[config.mk]
export PLATFORM = sky130hd
export DESIGN_NAME = debounce_multi_flat
export DESIGN_NICKNAME = d
export VERILOG_FILES = /design/src/rtl/debounce_pkg.sv /design/src/rtl/debounce_multi_if.sv /design/src/rtl/debounce_channel.sv /design/src/rtl/debounce_multi.sv /design/src/flat_wrapper.sv
export SDC_FILE = /design/constraint.sdc
export NUM_CORES = 1
export LEC_CHECK = 0
export BUFFER_PORTS_ARGS = -buffer_cell sky130_fd_sc_hd__buf_2
export CAP_MARGIN = 20
export CORE_MARGIN = 2
export CORE_UTILIZATION = 30
export DETAILED_ROUTE_END_ITERATION = 8
export SYNTH_ARGS = -nofsm -noshare
export SYNTH_HDL_FRONTEND = slang
export SYNTH_SLANG_ARGS = --single-unit
export TNS_END_PERCENT = 1
[constraint.sdc]
create_clock -name clk -period 5.8 [get_ports clk]
set_clock_uncertainty 0.15 [all_clocks]
set_input_delay 0 -clock clk [delete_from_list [all_inputs] [get_ports clk]]
set_output_delay 0 -clock clk [all_outputs]
set_load 0.02 [all_outputs]
[src/rtl/debounce_pkg.sv]
// Shared types and elaboration helpers for the multi-channel debouncer.
package debounce_pkg;

    typedef struct packed {
        logic rise;
        logic fall;
    } strobe_t;

    // DELAY and CLOCK_PERIOD share a time unit; the result rounds down.
    function automatic int unsigned count_cycles(input int unsigned delay, input int unsigned period);
        return delay / period;
    endfunction

    function automatic int count_width(input int unsigned count);
        return $clog2(count + 1);
    endfunction

endpackage

[src/rtl/debounce_multi_if.sv]
// Pin-side bundle of the debouncer: raw inputs in, clean levels and edge strobes out.
interface debounce_multi_if #(
    parameter int unsigned CHANNELS = 4
);
    logic [CHANNELS-1:0] signal_in;
    logic [CHANNELS-1:0] signal_out;
    logic [CHANNELS-1:0] rise;
    logic [CHANNELS-1:0] fall;

    modport master (
        output signal_in,
        input  signal_out,
        input  rise,
        input  fall
    );

    modport slave (
        input  signal_in,
        output signal_out,
        output rise,
        output fall
    );
endinterface

[src/rtl/debounce_channel.sv]
// Single-channel debouncer: synchroniser, stability counter, level register, edge strobes.
// Latency: SYNC_STAGES+COUNT edges from input change to level change; strobes align with it.
// No backpressure: free-running, one sample per clock.
module debounce_channel
    import debounce_pkg::*;
#(
    parameter int unsigned COUNT       = 10,
    parameter int unsigned SYNC_STAGES = 2,
    parameter bit          RESET_VALUE = 1'b0
) (
    input  logic    clk,
    input  logic    reset,
    input  logic    din,
    output logic    level,
    output strobe_t strobe
);
    localparam int           W    = count_width(COUNT);
    localparam logic [W-1:0] LAST = W'(COUNT - 1);

    logic [SYNC_STAGES-1:0] sync_q;
    logic [W-1:0]           cnt_q;
    logic                   s;

    assign s = sync_q[SYNC_STAGES-1];

    // Chain preloads RESET_VALUE so a quiet input after reset looks like a real change.
    always_ff @(posedge clk) begin
        if (reset) begin
            sync_q <= {SYNC_STAGES{RESET_VALUE}};
        end else begin
            sync_q <= {sync_q[SYNC_STAGES-2:0], din};
        end
    end

    always_ff @(posedge clk) begin
        if (reset) begin
            cnt_q  <= '0;
            level  <= RESET_VALUE;
            strobe <= '0;
        end else begin
            strobe <= '0;
            if (s == level) begin
                cnt_q <= '0;
            end else if (cnt_q == LAST) begin
                cnt_q       <= '0;
                level       <= s;
                strobe.rise <= s;
                strobe.fall <= ~s;
            end else begin
                cnt_q <= cnt_q + W'(1);
            end
        end
    end

endmodule

[src/rtl/debounce_multi.sv]
// Multi-channel debouncer: CHANNELS independent debounce_channel instances.
// Latency: SYNC_STAGES+COUNT edges per channel, COUNT = DELAY/CLOCK_PERIOD.
// No backpressure: outputs are levels and one-cycle strobes.
module debounce_multi
    import debounce_pkg::*;
#(
    parameter int unsigned         CHANNELS     = 4,
    parameter int unsigned         DELAY        = 10_000_000,
    parameter int unsigned         CLOCK_PERIOD = 20,
    parameter int unsigned         SYNC_STAGES  = 2,
    parameter logic [CHANNELS-1:0] RESET_VALUE  = '0
) (
    input  logic             clk,
    input  logic             reset,
    debounce_multi_if.slave  bus
);
    localparam int unsigned COUNT = count_cycles(DELAY, CLOCK_PERIOD);

    if (COUNT < 1) begin : g_bad_count
        $error("debounce_multi: DELAY/CLOCK_PERIOD must be at least 1");
    end
    if (SYNC_STAGES < 2) begin : g_bad_sync
        $error("debounce_multi: SYNC_STAGES must be at least 2");
    end
    if (CHANNELS < 1) begin : g_bad_channels
        $error("debounce_multi: CHANNELS must be at least 1");
    end

    logic [CHANNELS-1:0] level;
    strobe_t             strobe [CHANNELS];

    for (genvar i = 0; i < CHANNELS; i++) begin : g_ch
        debounce_channel #(
            .COUNT       (COUNT),
            .SYNC_STAGES (SYNC_STAGES),
            .RESET_VALUE (RESET_VALUE[i])
        ) u_channel (
            .clk    (clk),
            .reset  (reset),
            .din    (bus.signal_in[i]),
            .level  (level[i]),
            .strobe (strobe[i])
        );

        assign bus.rise[i] = strobe[i].rise;
        assign bus.fall[i] = strobe[i].fall;
    end

    assign bus.signal_out = level;

endmodule

[src/flat_wrapper.sv]
// flat-port wrapper written by rule: the top's interface ports become plain ports
module debounce_multi_flat import debounce_pkg::*;
#(
    parameter int unsigned         CHANNELS     = 4,
    parameter int unsigned         DELAY        = 10_000_000,
    parameter int unsigned         CLOCK_PERIOD = 20,
    parameter int unsigned         SYNC_STAGES  = 2,
    parameter logic [CHANNELS-1:0] RESET_VALUE  = '0
)
  (clk, reset, bus_signal_in, bus_signal_out, bus_rise, bus_fall);
  debounce_multi_if #(.CHANNELS(CHANNELS)) bus_i ();
  input  logic clk;
  input  logic reset;
  input wire logic [$bits(bus_i.signal_in)-1:0] bus_signal_in;
  output wire logic [$bits(bus_i.signal_out)-1:0] bus_signal_out;
  output wire logic [$bits(bus_i.rise)-1:0] bus_rise;
  output wire logic [$bits(bus_i.fall)-1:0] bus_fall;
  assign bus_i.signal_in = bus_signal_in;
  assign bus_signal_out = bus_i.signal_out;
  assign bus_rise = bus_i.rise;
  assign bus_fall = bus_i.fall;
  debounce_multi #(.CHANNELS(CHANNELS), .DELAY(DELAY), .CLOCK_PERIOD(CLOCK_PERIOD), .SYNC_STAGES(SYNC_STAGES), .RESET_VALUE(RESET_VALUE)) u_core (.clk(clk), .reset(reset), .bus(bus_i));
endmodule
# After elaboration in Yosys (flattened, before gate mapping)
# Cells that the tools add are included.
[word_totals]
ff_bits = 96
input_bits = 6
word_cells = 56
[op_classes]
n_addsub = 4
eq_ne = 8
n_bitwise = 12
n_reduce_logical = 12
[ops]
columns = ["op", "n"]
rows = [
  ["19-bit by 1-bit adder with 19-bit output, second input constant", 4],
  ["19-bit equality test, second input constant", 4],
  ["3-bit OR reduction", 8],
  ["1-bit inverter", 12],
  ["2-bit AND reduction", 4],
  ["1-bit equality test", 4],
]

# Depth between registers and ports, before layout
# Gate-level depths: netlist of the first run.
[depth]
word_depth = 3
mapped_depth = 7
ltp_nobuf = 5

# Modules after synthesis
# A second synthesis of the first run with hierarchy kept.
[hier_totals]
hier_cells = 468
area_unflattened_um2 = 4229.1
[modules_own_cells]
columns = ["mod", "n_inst", "cells_per_inst", "area_each_um2", "seq_area_each_um2"]
rows = [
  ["debounce_channel", 4, 117, 1057.3, 480.5],
]

# Worst setup path before layout of the first run
# No wires, ideal clock.
[synth_timing]
kind = "register -> register"
startpoint = "register u_core.g_ch[3].u_channel.cnt_q[0]"
endpoint = "register u_core.g_ch[3].u_channel.cnt_q[10]"
arrival_time_ps = 1617
path_slack_ps = 3915
path_stages_with_launch = 8
n_path_buf = 2
period_less_slack_ps = 1885
cell_sequence = "dfxtp_1 > ha_1 > and4_1 > buf_2 > nand4_1 > o21ai_2 > buf_2 > nor2_1"
[synth_between]
elab_chain_cells = 2
[synth_rtl]
columns = ["item", "line_no", "text"]
rows = [
  ["start, declared", "debounce_channel.sv:21", "logic [W-1:0] cnt_q;"],
  ["start signal, assigned", "debounce_channel.sv:50", "cnt_q <= cnt_q + W'(1);"],
  ["parallel branches: the longest is 2 deep, another holds 19-bit by 1-bit adder with 19-bit output", "-", ""],
]
# Parallel ways; which one is timed is not known.
# A chain may end at the register's enable or synchronous reset.

# Worst setup path in the final report of the first run
[layout_timing]
startpoint = "register u_core.g_ch[3].u_channel.cnt_q[0]"
endpoint = "register u_core.g_ch[3].u_channel.cnt_q[6]"
# Same word-level chain as after synthesis.

==> run summary, run 1 <==
Yosys reg bits -> 96
Cell Area, Synth -> 0.00412 mm2
CTS buffer count -> 9
Sequential group share of total power -> 50.4%
Root buffer cell -> clkbuf_16
Startpoint Class -> flop
Synth Instances -> 463
FP Rows -> 42
Final instance area -> 0.00475 mm2
Async set-reset flop share out of synthesis -> 0%
Post-CTS sizing -> 0
GRT Resource Usage Total -> 11.7%
P per Cell Area -> 278 mW/mm2
Die span in y -> 121 um
Routed via count -> 3,243
Post-synth EDFFs -> 0
Initial Utilization -> 30.9%
Clock transition at path regs -> 0.06 ns
Clock Power Share -> 48.3%
Max-slew violations -> 0
CTS Buffer Depth -> 2
Leakage -> 1.46 nW
H-tree levels -> 3
Worst vdd ir -> 0.139 mV
Logic pwr share -> 1.3%
Die ar. -> 0.0147 mm2
Run status -> complete, no violations
Yosys top cell area share -> 46.6%
Post-layout min period -> 2.25 ns
Core outline area -> 0.0133 mm2
Required time of the critical path -> 5.85 ns
Top FF cell, synth -> dfxtp_1
Overall power -> 1.32 mW
Post-CTS setup buffers -> 0
Tightest Pin Transition -> 0.765 ns
Remaining DRCs -> 0
Vias in the first global route -> 3,016
Proportion of layout cells with a drive suffix above 1 -> 9.00%
Post-route ant nets -> 0
Port bufs -> 17
Avg Inst Size Synth -> 8.90 um2
Initial antenna violation count -> 0
Nets -> 494
Pre-antenna DRT Iters -> 4
Gpl congestion -> 0.829
Leading area contributor after synthesis -> dfxtp_1
Internal power -> 1.06 mW
Worst hold slack -> 0.296 ns
P_sw -> 0.259 mW
Final Hold Fails -> 0
Post-Syn Nets -> 473
WL per Instance -> 12.0 um
F_max -> 0.444 GHz
Max Cap Viol -> 0
Critical Path AT -> 2.30 ns
# setup viols final -> 0
Post-DP Area -> 0.00435 mm2
Die X -> 121 um
Worst reg2reg path depth -> 5
Dpl hpwl -> 5.48 mm
Setup TNS Final -> 0 ns
Seq/Total Area, Yosys -> 46.6%
CTS Hold Bufs -> 8
Clk_lat worst skew -> 0.34 ns
Netlist cell types -> 40
Pin count of the biggest net entering global routing -> 24
RSZ-0062 raised after global routing -> false
Final Util -> 35.6%
Area growth from synthesis to layout -> 15.2%
Crit Path Max Fanout -> 18
Io pins -> 18
TritonCTS Sinks -> 96
CP Capture Type -> flop
Worst hold stages -> 1
Worst hold path type -> flop to flop
DRT Wirelength -> 7.96 mm
YS warnings -> 0
CTS tree -> built
Via-to-Cell Ratio -> 4.88
Final period utilization -> 38.8%
N_diodes -> 0
CP Class -> flop to flop
First-pass GRT wire length -> 13.8 mm
Switch share -> 19.7%
Synth area leaders -> dfxtp_1 47%, xor2_1 5.7%, nor2_1 5.5%, xnor2_1 4.9%, nand4_1 3.6%
Initial DRC Count -> 166
Rel. slew slack -> 49.0%
Remaining global-route overflow -> 0
## cell usage after synthesis, drive strengths merged, types with 3 or more instances
cell type / instances
dfxtp: 96
nor2: 60
xor2: 27
nand3: 26
nand2: 25
nand4: 25
a21oi: 23
xnor2: 23
nor3: 17
o21ai: 17
or3: 13
nor4: 12
buf: 11
inv: 11
and3: 10
nor2b: 9
nand2b: 8
and4: 7
or4: 6
nor4b: 5
clkbuf: 4
ha: 4
nand4b: 4
o31ai: 4
and2: 3
or2: 3
## final timing paths
kind,slack [ns],start,to
max,3.55,u_core.g_ch[3].u_channel.cnt_q[0]$_SDFF_PP0_,u_core.g_ch[3].u_channel.cnt_q[6]$_SDFF_PP0_
min,0.30,u_core.g_ch[1].u_channel.cnt_q[0]$_SDFF_PP0_,u_core.g_ch[1].u_channel.cnt_q[0]$_SDFF_PP0_
max reg2reg,3.55,u_core.g_ch[3].u_channel.cnt_q[0]$_SDFF_PP0_,u_core.g_ch[3].u_channel.cnt_q[6]$_SDFF_PP0_
min reg2reg,0.30,u_core.g_ch[1].u_channel.cnt_q[0]$_SDFF_PP0_,u_core.g_ch[1].u_channel.cnt_q[0]$_SDFF_PP0_
## layer usage
layer  vias to the layer above  routed length [um]  global-route usage (%)
met1                      1496                3970                    15.0
met2                        41                3490                    17.9
met5                         -                   0                       0
met3                        15                 290                    2.96
li1                       1691                   -                       -
met4                         0                 211                    6.47
## layout by cell type (no fill, tap or decap), drive strengths merged, types with 2 or more instances in the layout
cell type	netlist	layout
or3	13	13
nor2	60	60
inv	11	11
a21oi	23	23
and2	3	3
or4	6	6
and3	10	10
xor2	27	27
nor3	17	17
xnor2	23	23
dlygate4sd3	0	8
nand4b	4	4
nand4	25	25
nand3	26	26
clkinvlp	0	2
o21ai	17	17
or2	3	3
nor2b	9	9
nor4b	5	5
nand2b	8	8
bufinv	0	2
nand2	25	25
ha	4	4
buf	11	17
o31ai	4	4
nor4bb	2	2
clkbuf	4	11
dfxtp	96	96
nor4	12	12
and4	7	7
## power by group through the flow
stage,Combinational [mW],Sequential [mW],Clock [mW]
finish,0.0172,0.665,0.637
CTS,0.0175,0.664,0.655
floorplan,0.00939,0.679,0
global placement,0.0133,0.679,0
detailed placement,0.0134,0.679,0
global route,0.0194,0.664,0.681
## metrics by stage
step | setup slack [ns] | std cells
after floorplan | 3.92 | 463
after global placement | 3.69 | 641
after detailed placement | 3.54 | 641
after CTS | 3.52 | 665
after global routing | 3.36 | 665
final | 3.55 | 665
## sequential cells by signal, summed over array words and instances (netlist names)
signal / count
u_core.g_ch.u_channel.level: 4
u_core.g_ch.u_channel.sync_q: 8
u_core.g_ch.u_channel.cnt_q: 76
u_core.g_ch.u_channel.strobe: 8
## kinds of logic (layout without fill, tap and decap cells)
family          after synthesis  count (layout)  share of synthesized area [%]
buf+inv                      26              52                           2.94
simple gates                236             236                           31.3
fa+ha+maj                     4               4                           1.21
flops                        96              96                           46.6
xor+xnor                     50              50                           10.6
compound gates               51              51                           7.34
## worst max-delay path: stages, from the launching register on
cell and delay, ns:
dfxtp_1 0.38, ha_1 0.22, and4_1 0.34, nand4_1 0.25, o21ai_2 0.64, nor2_1 0.12
## cell type report
cell class | instances | area (um2)
fillers | 1375 | 8600
inverters | 11 | 41.3
repair buffers | 25 | 165
well taps | 176 | 220
clock buffers | 11 | 243
clock inverters | 5 | 80.1
multi-input cells | 341 | 2080
flip-flops and latches | 96 | 1920
(Power assumes the default switching activity.)
==> run 2, diff against run 1 <==
Clock period 5.8 ns to 2.2 ns, I/O delays scaled along.
==> run summary, run 2 (synthesis gave the netlist of run 1 again) <==
Via-to-Cell Ratio -> 4.88 (about the same)
Startpoint Class -> flop (unchanged)
P per Cell Area -> 706 mW/mm2 (was 278 mW/mm2)
Post-layout min period -> 2.00 ns (was 2.25 ns)
Hold Path Sink -> u_core.g_ch[1].u_channel.sync_q[1]$_SDFF_PP0_ (was u_core.g_ch[1].u_channel.cnt_q[0]$_SDFF_PP0_)
H-tree levels -> 3 (unchanged)
Commonest non-fill, non-tap cell in the layout -> dfxtp_1 (unchanged)
FF-to-FF End -> u_core.g_ch[1].u_channel.cnt_q[18]$_SDFF_PP0_ (was u_core.g_ch[3].u_channel.cnt_q[6]$_SDFF_PP0_)
DRT Wirelength -> 8.11 mm (was 7.96 mm)
N_diodes -> 0 (unchanged)
Worst hold slack -> 0.293 ns (was 0.296 ns)
Post-route ant nets -> 0 (unchanged)
Max FFs per register -> 76 (unchanged)
CP max-delay cell -> or3_2 (was o21ai_2)
CP Capture Type -> flop (unchanged)
Initial Utilization -> 30.9% (unchanged)
WL per Instance -> 12.0 um (about the same)
CTS tree -> built (unchanged)
CTS buffer count -> 9 (unchanged)
Dpl hpwl -> 5.71 mm (was 5.48 mm)
Crit-path cells -> ha_1, and4_1, nand4_1, or3_2, a21oi_1 (was ha_1, and4_1, nand4_1, o21ai_2, nor2_1)
Routed via count -> 3,298 (was 3,243)
Worst hold path type -> flop to flop (unchanged)
Final Hold Fails -> 0 (unchanged)
Die X -> 121 um (unchanged)
Commonest cells after routing, fill and taps aside -> 96 x dfxtp_1, 60 x nor2_1, 27 x xor2_1, 26 x nand3_1, 25 x nand2_1 (unchanged)
Run status -> complete, no violations (unchanged)
F_max -> 0.500 GHz (was 0.444 GHz)
Proportion of layout cells with a drive suffix above 1 -> 10.8% (was 9.00%)
Initial DRC Count -> 182 (was 166)
Pre-antenna DRT Iters -> 4 (unchanged)
Port bufs -> 17 (unchanged)
Area growth from synthesis to layout -> 17.0% (was 15.2%)
Clk_lat worst skew -> 0.35 ns (was 0.34 ns)
Clock transition at path regs -> 0.07 ns (was 0.06 ns)
Rel. slew slack -> 65.5% (was 49.0%)
Remaining DRCs -> 0 (unchanged)
Pin count of the biggest net entering global routing -> 24 (unchanged)
Critical Path AT -> 2.13 ns (was 2.30 ns)
GRT Resource Usage Total -> 12.0% (was 11.7%)
First-pass GRT wire length -> 14.1 mm (was 13.8 mm)
Root buffer cell -> clkbuf_16 (unchanged)
Required time of the critical path -> 2.33 ns (was 5.85 ns)
FP Rows -> 42 (unchanged)
Remaining global-route overflow -> 0 (unchanged)
Worst hold stages -> 1 (unchanged)
Max-slew violations -> 0 (unchanged)
CTS Buffer Depth -> 2 (unchanged)
CP peak stage delay -> 0.51 ns (was 0.64 ns)
CP Class -> flop to flop (unchanged)
Gpl congestion -> 0.806 (was 0.829)
Vias in the first global route -> 3,162 (was 3,016)
Reg2reg start -> u_core.g_ch[1].u_channel.cnt_q[0]$_SDFF_PP0_ (was u_core.g_ch[3].u_channel.cnt_q[0]$_SDFF_PP0_)
Tightest Pin Transition -> 0.513 ns (was 0.765 ns)
Die span in y -> 121 um (unchanged)
RSZ-0062 raised after global routing -> false (unchanged)
Final period utilization -> 91.0% (was 38.8%)
Die ar. -> 0.0147 mm2 (unchanged)
Largest registers -> u_core.g_ch.u_channel.cnt_q: 76 flops, u_core.g_ch.u_channel.strobe: 8 flops, u_core.g_ch.u_channel.sync_q: 8 flops (unchanged)
Core outline area -> 0.0133 mm2 (unchanged)
Min-delay src -> u_core.g_ch[1].u_channel.sync_q[0]$_SDFF_PP0_ (was u_core.g_ch[1].u_channel.cnt_q[0]$_SDFF_PP0_)
Leakage -> 1.50 nW (was 1.46 nW)
Flop2flop setup slack -> 0.20 ns (was 3.55 ns)
Max Cap Viol -> 0 (unchanged)
Top reg by flops -> u_core.g_ch.u_channel.cnt_q (unchanged)
# setup viols final -> 0 (unchanged)
Worst vdd ir -> 0.315 mV (was 0.139 mV)
Setup TNS Final -> 0 ns (unchanged)
Crit Path Max Fanout -> 7 (was 18)
Post-CTS setup buffers -> 0 (unchanged)
Nets -> 505 (was 494)
Worst reg2reg path depth -> 5 (unchanged)
Initial antenna violation count -> 0 (unchanged)
TritonCTS Sinks -> 96 (unchanged)
Io pins -> 18 (unchanged)
-- run 2: worst max path at each step --
| stage | from | endpoint | slack, ns |
|---|---|---|---|
| 6_report | u_core.g_ch[1].u_channel.cnt_q[0]$_SDFF_PP0_ | u_core.g_ch[1].u_channel.cnt_q[18]$_SDFF_PP0_ | 0.20 |
| 3_5_place_dp | u_core.g_ch[1].u_channel.cnt_q[0]$_SDFF_PP0_ | u_core.g_ch[1].u_channel.cnt_q[18]$_SDFF_PP0_ | 0.23 |
| 2_1_floorplan | u_core.g_ch[3].u_channel.cnt_q[0]$_SDFF_PP0_ | u_core.g_ch[3].u_channel.cnt_q[10]$_SDFF_PP0_ | 0.32 |
| 4_1_cts | u_core.g_ch[1].u_channel.cnt_q[0]$_SDFF_PP0_ | u_core.g_ch[1].u_channel.cnt_q[18]$_SDFF_PP0_ | 0.19 |
| 3_3_place_gp | u_core.g_ch[1].u_channel.cnt_q[0]$_SDFF_PP0_ | u_core.g_ch[1].u_channel.cnt_q[18]$_SDFF_PP0_ | 0.29 |
| 5_1_grt | u_core.g_ch[1].u_channel.cnt_q[0]$_SDFF_PP0_ | u_core.g_ch[1].u_channel.cnt_q[18]$_SDFF_PP0_ | 0.04 |
-- run 2: worst max-delay path, delay by kind of cell (launching register included) --
family / cells / cell delay, ns
and+or+nand+nor: 3 / 1.05
DFF: 1 / 0.36
AOI/OAI and AO/OA: 1 / 0.15
adders and majority gates: 1 / 0.23
-- run 2: what timing repair did --
item	CTS	global route
gates resized for setup	0	0
hold buffers	9	0
endpoints found under the hold margin	12	0
-- run 2: stage by stage --
step	instances	area [um2]	util [%]	setup WS [ns]	total power, mW
floorplan	463	4120	-	0.315	1.81
global placement	651	4420	33.1	0.292	1.83
detailed placement	651	4420	33.1	0.230	1.83
CTS	676	4820	36.1	0.191	3.46
global route	676	4820	36.1	0.0449	3.53
finish	676	4820	36.1	0.198	3.40
-- run 2: report_power, final --
| part | leakage (nW) | switching [mW] | total, mW | internal [mW] |
|---|---|---|---|---|
| sequential | 0.775 | 0.00548 | 1.75 | 1.75 |
| combinational | 0.583 | 0.0256 | 0.0510 | 0.0255 |
| clock | 0.141 | 0.658 | 1.60 | 0.943 |
-- run 2: final cells by class --
type | count | area (um2)
Fill cell | 1399 | 8530
Multi-Input combinational cell | 341 | 2080
Sequential cell | 96 | 1920
Clock buffer | 12 | 256
Timing Repair Buffer | 36 | 250
Tap cell | 176 | 220
Clock inverter | 4 | 52.6
Inverter | 11 | 41.3
-- run 2: layer usage --
metal	track usage (%)	part of all wire (%)
met1	14.7	49
met4	5.03	1.8
met3	3.67	3.8
met5	0	0
met2	19.5	46
